--- src/rtl/control_carrera.sv ---
// Race-sequencing controller: synchronizes the board inputs, drives the stopwatch
// run/clear controls, counts laps, captures split times and detects the 9:59.99 ceiling.
module control_carrera #(
    parameter int NUM_LAPS       = 3,
    parameter int HOLDOFF_CYCLES = 12_500_000
) (
    input  logic       clk,
    input  logic       reset_n,
    input  logic       btn_start,
    input  logic       btn_abort,
    input  logic       sensor_meta,
    input  logic [3:0] minutos,
    input  logic [5:0] segundos,
    input  logic [6:0] centesimas,
    output logic       reset_timer,
    output logic       enable_timer,
    output logic [1:0] estado,
    output logic [3:0] vueltas,
    output logic [3:0] split_min,
    output logic [5:0] split_seg,
    output logic [6:0] split_cent,
    output logic       split_valid,
    output logic       timeout
);

    localparam int HW = $clog2(HOLDOFF_CYCLES + 1);
    localparam logic [HW-1:0] HOLDOFF_LOAD = HW'(HOLDOFF_CYCLES);
    localparam logic [3:0]    LAPS_MAX     = 4'(NUM_LAPS);

    typedef enum logic [1:0] {
        IDLE     = 2'd0,
        ARMED    = 2'd1,
        RUNNING  = 2'd2,
        FINISHED = 2'd3
    } state_t;

    state_t        state;
    logic [2:0]    sync1, sync2, hist;   // bit order: {abort, start, sensor}
    logic [HW-1:0] holdoff;

    logic       ev_abort, ev_start, ev_sensor;
    logic       at_ceiling, accept;
    logic [3:0] laps_next;

    assign ev_sensor  = sync2[0] & ~hist[0];
    assign ev_start   = sync2[1] & ~hist[1];
    assign ev_abort   = sync2[2] & ~hist[2];
    assign at_ceiling = (minutos == 4'd9) && (segundos == 6'd59) && (centesimas == 7'd99);
    assign accept     = ev_sensor && (holdoff == '0);
    assign laps_next  = vueltas + 4'd1;
    assign estado     = state;

    always_ff @(posedge clk) begin
        if (!reset_n) begin
            state        <= IDLE;
            sync1        <= '0;
            sync2        <= '0;
            hist         <= '0;
            holdoff      <= '0;
            reset_timer  <= 1'b1;
            enable_timer <= 1'b0;
            vueltas      <= '0;
            split_min    <= '0;
            split_seg    <= '0;
            split_cent   <= '0;
            split_valid  <= 1'b0;
            timeout      <= 1'b0;
        end else begin
            sync1       <= {btn_abort, btn_start, sensor_meta};
            sync2       <= sync1;
            hist        <= sync2;
            split_valid <= 1'b0;
            if (holdoff != '0) holdoff <= holdoff - HW'(1);

            if (ev_abort) begin
                // Abort keeps the last result on the display outputs.
                state        <= IDLE;
                reset_timer  <= 1'b1;
                enable_timer <= 1'b0;
            end else begin
                case (state)
                    IDLE, FINISHED: begin
                        if (ev_start) begin
                            state        <= ARMED;
                            reset_timer  <= 1'b1;
                            enable_timer <= 1'b0;
                            vueltas      <= '0;
                            split_min    <= '0;
                            split_seg    <= '0;
                            split_cent   <= '0;
                            timeout      <= 1'b0;
                        end
                    end
                    ARMED: begin
                        // The start crossing only launches the run; nothing is captured.
                        if (ev_sensor) begin
                            state        <= RUNNING;
                            reset_timer  <= 1'b0;
                            enable_timer <= 1'b1;
                            holdoff      <= HOLDOFF_LOAD;
                        end
                    end
                    RUNNING: begin
                        if (accept) begin
                            split_min   <= minutos;
                            split_seg   <= segundos;
                            split_cent  <= centesimas;
                            split_valid <= 1'b1;
                            vueltas     <= laps_next;
                            holdoff     <= HOLDOFF_LOAD;
                            if (laps_next == LAPS_MAX || at_ceiling) begin
                                state        <= FINISHED;
                                enable_timer <= 1'b0;
                                timeout      <= at_ceiling && (laps_next < LAPS_MAX);
                            end
                        end else if (at_ceiling) begin
                            state        <= FINISHED;
                            enable_timer <= 1'b0;
                            timeout      <= 1'b1;
                        end
                    end
                    default: state <= IDLE;
                endcase
            end
        end
    end

endmodule
--- config.mk ---
export PLATFORM = sky130hd
export DESIGN_NAME = control_carrera
export DESIGN_NICKNAME = d
export VERILOG_FILES = /design/src/rtl/control_carrera.sv
export SDC_FILE = /design/constraint.sdc
export NUM_CORES = 1
export LEC_CHECK = 0
export ABC_AREA = 1
export CAP_MARGIN = 5
export CORE_MARGIN = 2
export CORE_UTILIZATION = 45
export CTS_CLUSTER_DIAMETER = 50
export DETAILED_ROUTE_END_ITERATION = 10
export PLACE_DENSITY_LB_ADDON = 0.08
export SLEW_MARGIN = 30
export SYNTH_ARGS = -nofsm -noshare
export SYNTH_HDL_FRONTEND = slang
export SYNTH_SLANG_ARGS = --single-unit
--- constraint.sdc ---
create_clock -name clk -period 2.07 [get_ports clk]
set_input_delay 0.5175 -clock clk [delete_from_list [all_inputs] [get_ports clk]]
set_output_delay 0.5175 -clock clk [all_outputs]
set_load 0.02 [all_outputs]
Word-level counts from Yosys, hierarchy flattened

Cells that the tools add are included.

Output and inout bits: 27
Input bits: 22
Logic and storage cells: 90
Register bits: 60

Magnitude comparators: 1
Mux-type cells: 36
Equal/unequal tests: 12
Add/subtract/negate cells: 2
Bitwise logic cells: 9
Reduce and logical (&&, ||, !) cells: 17

Operator list:

| cell                                                | count |
|---|---|
| 2-to-1 mux 24 bit                                   | 4 |
| one-hot mux 24 bit (2 select lines)                 | 1 |
| zero test 24 bit                                    | 1 |
| nonzero test 24 bit                                 | 1 |
| subtractor 24 x 1 -> 24 bit (second input constant) | 1 |
| one-hot mux 4 bit (2 select lines)                  | 2 |
| 2-to-1 mux 7 bit                                    | 2 |
| one-hot mux 7 bit (2 select lines)                  | 1 |
| 2-to-1 mux 4 bit                                    | 3 |
| 2-to-1 mux 6 bit                                    | 2 |
| one-hot mux 6 bit (2 select lines)                  | 1 |
| 2-to-1 mux 1 bit                                    | 11 |
| 2-to-1 mux 2 bit                                    | 5 |
| AND reduction 4 bit                                 | 2 |
| == test 7 bit (second input constant)               | 1 |
| == test 6 bit (second input constant)               | 1 |
| != test 2 bit (second input constant)               | 3 |
| != test 3 bit (second input constant)               | 2 |
| NOT 1 bit                                           | 6 |
| one-hot mux 2 bit (3 select lines)                  | 1 |
| AND reduction 5 bit                                 | 1 |
| adder 4 x 1 -> 4 bit (second input constant)        | 1 |
| == test 2 bit (second input constant)               | 2 |
| == test 4 x 2 -> 1 bit (second input constant)      | 1 |
| 13 further kinds                                    | 21 |

Longest topological paths before layout

Word-level depth: 7
Gate-level depth with buffers: 12
Mapped depth without buffers: 12

Worst setup path after synthesis

Ideal clock, no wire load.

Path kind: reg-to-reg
Start point: register state[0], in the netlist estado[0]
End point: register holdoff[11]
Arrival: 1.765 ns
Setup time: 0.124 ns
Stages on the path, launching flop included: 9
Required time: 1.946 ns
Buffers on the path: 0
Slack: 0.181 ns
Cell sequence: dfxtp_1 > inv_1 > ha_1 > inv_1 > nand2_1 > o31ai_1 > inv_1 > nand2_1 > o21ai_0

Cells in the longest elaborated chain, start to end: 3
Elaborated cells between the ends (all ways): 4
Those cells by class: eq/ne (2); mux (2)

Ends and longest elaborated chain:

| what                                                    | line | RTL |
|---|---|---|
| start: declaration                                      | 37   | `state_t state;` |
| start signal: assignment                                | 55   | `state <= IDLE;` |
| start signal: assignment                                | 77   | `state <= IDLE;` |
| start signal: assignment                                | 84   | `state <= ARMED;` |
| == test 2 bit or == test 2 x 1 -> 1 bit (tied branches) | 81   | `case (state)` |
| one-hot mux 24 bit (2 select lines) (*)                 | 81   |  |
| 2-to-1 mux 24 bit (*)                                   | 75   | `if (ev_abort) begin` |
| end signal: assignment                                  | 73   | `if (holdoff != '0) holdoff <= holdoff - HW'(1);` |
| end: declaration                                        | 39   | `logic [HW-1:0] holdoff;` |

Every way passes the cells marked *; elsewhere a longest branch is shown, timed or not.
A chain may end at the register's enable or synchronous reset.

Worst setup path in the final report

Start point: register vueltas[1]
End point: output vueltas[1]

RTL lines:

| what                     | line | RTL |
|---|---|---|
| start: declaration       | 18   | `output logic [3:0] vueltas,` |
| start signal: assignment | 109  | `vueltas <= laps_next;` |

No word-level cell between the ends.

==> metrics.txt <==
status finished clean; Commonest cells post-synth 126 x nand2_1, 64 x nor2_1, 60 x dfxtp_1; post-place setup slack -0.0937 ns; HP Class register to register; row cnt 29; CP Class register to output pin; hold-fix buffers at CTS 0; post-synthesis cell area slightly above 0.003 sq mm; number of global-route vias before repair 2722; Post-Synthesis Net Count 483; worst-case clock buffer depth 2; CTS Root Cell clkbuf_8; Tcrit/Tclk final a little over nine tenths; Final Power 4.63 mW; Hold Vio Cnt, Final 0; Power per Cell Area 1210 mW/mm^2; Worst-Margin Slew ~0.44 ns; Clock Pin Slew Worst Setup and Hold Paths 0.07 ns; # clock sinks 60; Synth async-reset ratio 0%; CTS buffer count 9; synth warn 0; Mapped Cells 454; Die Width 86.0 um; routability cong. ~0.86; sequential area share after synthesis between 30% and 40%; initial antenna violation count 0; Max IR drop VDD 564 uV; Via Count 2978; core area between 0.006 and 0.007 sq mm; startpoint types register; Util after Layout 59.7%; drt first-iter violations 109; largest net degree at the start of global routing 22; synth-to-layout area growth 26.5%; Die Ht ~86 um; CP delay by family, top buffers and inverters; IO Pins 49; clk_lat worst skew 0.34 ns; Mapped Avg Cell Area between 6 and 7 sq um; setup violators final 0; filler instances 627; register bit total from synthesis 60; WP data arrival approximately 1.4 ns; first-pass GRT wire length 12100 um; first drt pass iteration count 5; CTS tree done; port bufs 48; maxcap violations 0; Max stage delay on crit path 0.65 ns; initial cell density of the core 47.2%; Die ar. 0.00740 sq mm; synth unique cells 30; H-tree depth 3; WL final 7310 um; final worst slack 0.125 ns; vias per cell 5.02; skew final around 0.011 ns; Worst Path Buf+Inv 1; crit-path cells clkdlybuf4s50_1; Slew Limit Fails 0; slowest CP cell clkdlybuf4s50_1; ANT cells 0; Crit path required time 1.55 ns; final net count 540; Setup crit end kind output pin; HPWL after DPL approximately 5500 um; leakage power 1.71 nW; layout cells sized above 1 just under 8%; RSZ-0062 raised after global routing no; post-route ant nets 0; dominant synthesized flop cell dfxtp_1; Slew headroom a little over two thirds; DR DRC count 0; total track usage a little over a fifth; number of synthesized flops with an enable pin 0; Worst Path Max Fanout 6; fmax 514 MHz; Yosys top cell area share 39.7%; wire per inst 12.3 um; overflow left after global routing 0; Synth area leaders dfxtp_1 40%, nand2_1 16%, nor2_1 7.9%; most common cell in the netlist nand2_1; Yosys top cell by area dfxtp_1; min cycle time layout 1.95 ns
layout make-up:
type / instances / area (sq um) / share of cell area, %
multi-input combinational: 326 / 1550 / 40.5
sequential: 60 / 1200 / 31.3
timing repair buffer: 58 / 568 / 14.8
inverter: 56 / 210 / 5.48
clock buffer: 12 / 155 / 4.05
tap: 77 / 96.3 / 2.51
clock inverter: 4 / 47.5 / 1.24
power breakdown:
part	switching, mW	internal (mW)
logic	1.35	0.744
clock network	0.476	0.618
registers	0.135	1.31
total	1.96	2.67
final timing paths:
kind / from / endpoint / slack [ns] / cells after the start
max: vueltas[1] / vueltas[1] / 0.12 / 1
min: sync1[1] / sync2[1] / 0.41 / 2
max reg2reg: holdoff[0] / holdoff[15] / 0.16 / 10
min reg2reg: sync1[1] / sync2[1] / 0.41 / 2
flip-flops by register name (all words and copies together) (netlist names):
signal	count
enable_timer	1
estado	2
hist	3
holdoff	24
reset_timer	1
split_cent	7
split_min	4
split_seg	6
split_valid	1
sync1	3
sync2	3
timeout	1
vueltas	4
repair_timing:
item,4_1_cts,5_1_grt
setup endpoints to repair,0,1
buffers inserted,0,0
resized for setup,0,1
through the flow:
stage / instance area, sq um / cells / setup TNS (ns) / hold slack, ns
after floorplan: 3030 / 454 / 0 / 0.390
after global placement: 3630 / 577 / -0.0911 / 0.394
after detailed placement: 3630 / 577 / -0.263 / 0.398
after CTS: 3830 / 593 / 0 / 0.415
after global routing: 3830 / 593 / 0 / 0.432
final: 3830 / 593 / 0 / 0.414
layer usage:
metal  vias up  global-route usage, %  part of all wire (%)
li1       1560                      -                     -
met1      1343                   25.7                    45
met2        62                   34.7                    49
met3        13                   3.95                   3.4
met4         0                   10.4                   2.4
met5         -                      0                     0
placed cells by master, fill, tap and decap left out:
cell type,netlist,routed
a21oi_1,42,42
and3_1,1,1
buf_12,0,1
buf_4,1,9
bufinv_16,0,1
clkbuf_1,7,1
clkbuf_8,0,11
clkdlybuf4s50_1,0,48
clkinv_2,0,2
clkinvlp_4,0,1
dfxtp_1,60,60
ha_1,7,7
inv_1,52,52
inv_2,4,4
nand2_1,126,126
nand2_2,2,2
nand2_4,1,1
nand3_1,33,33
nand3_4,1,1
nand3b_1,1,1
nand4_1,10,10
nor2_1,64,63
nor2_2,3,4
nor2_4,2,2
nor2_8,1,1
nor3_1,11,11
nor4_1,1,1
o21ai_0,7,7
o21ai_1,2,2
o22ai_1,1,1
o31ai_1,1,1
or2_2,1,1
xnor2_1,3,3
xor2_1,5,5
kinds of logic (layout without fill, tap and decap cells):
logic type	after synthesis	count (layout)	share of synthesized area [%]
AO/OA/AOI/OAI	53	53	8.88
XOR/XNOR	8	8	2.31
AND/OR/NAND/NOR	258	258	37.1
buffers and inverters	68	130	9.13
flip-flops	60	60	39.7
adder cells (fa/ha/maj)	7	7	2.89
Power figures use the tool's default switching activity.
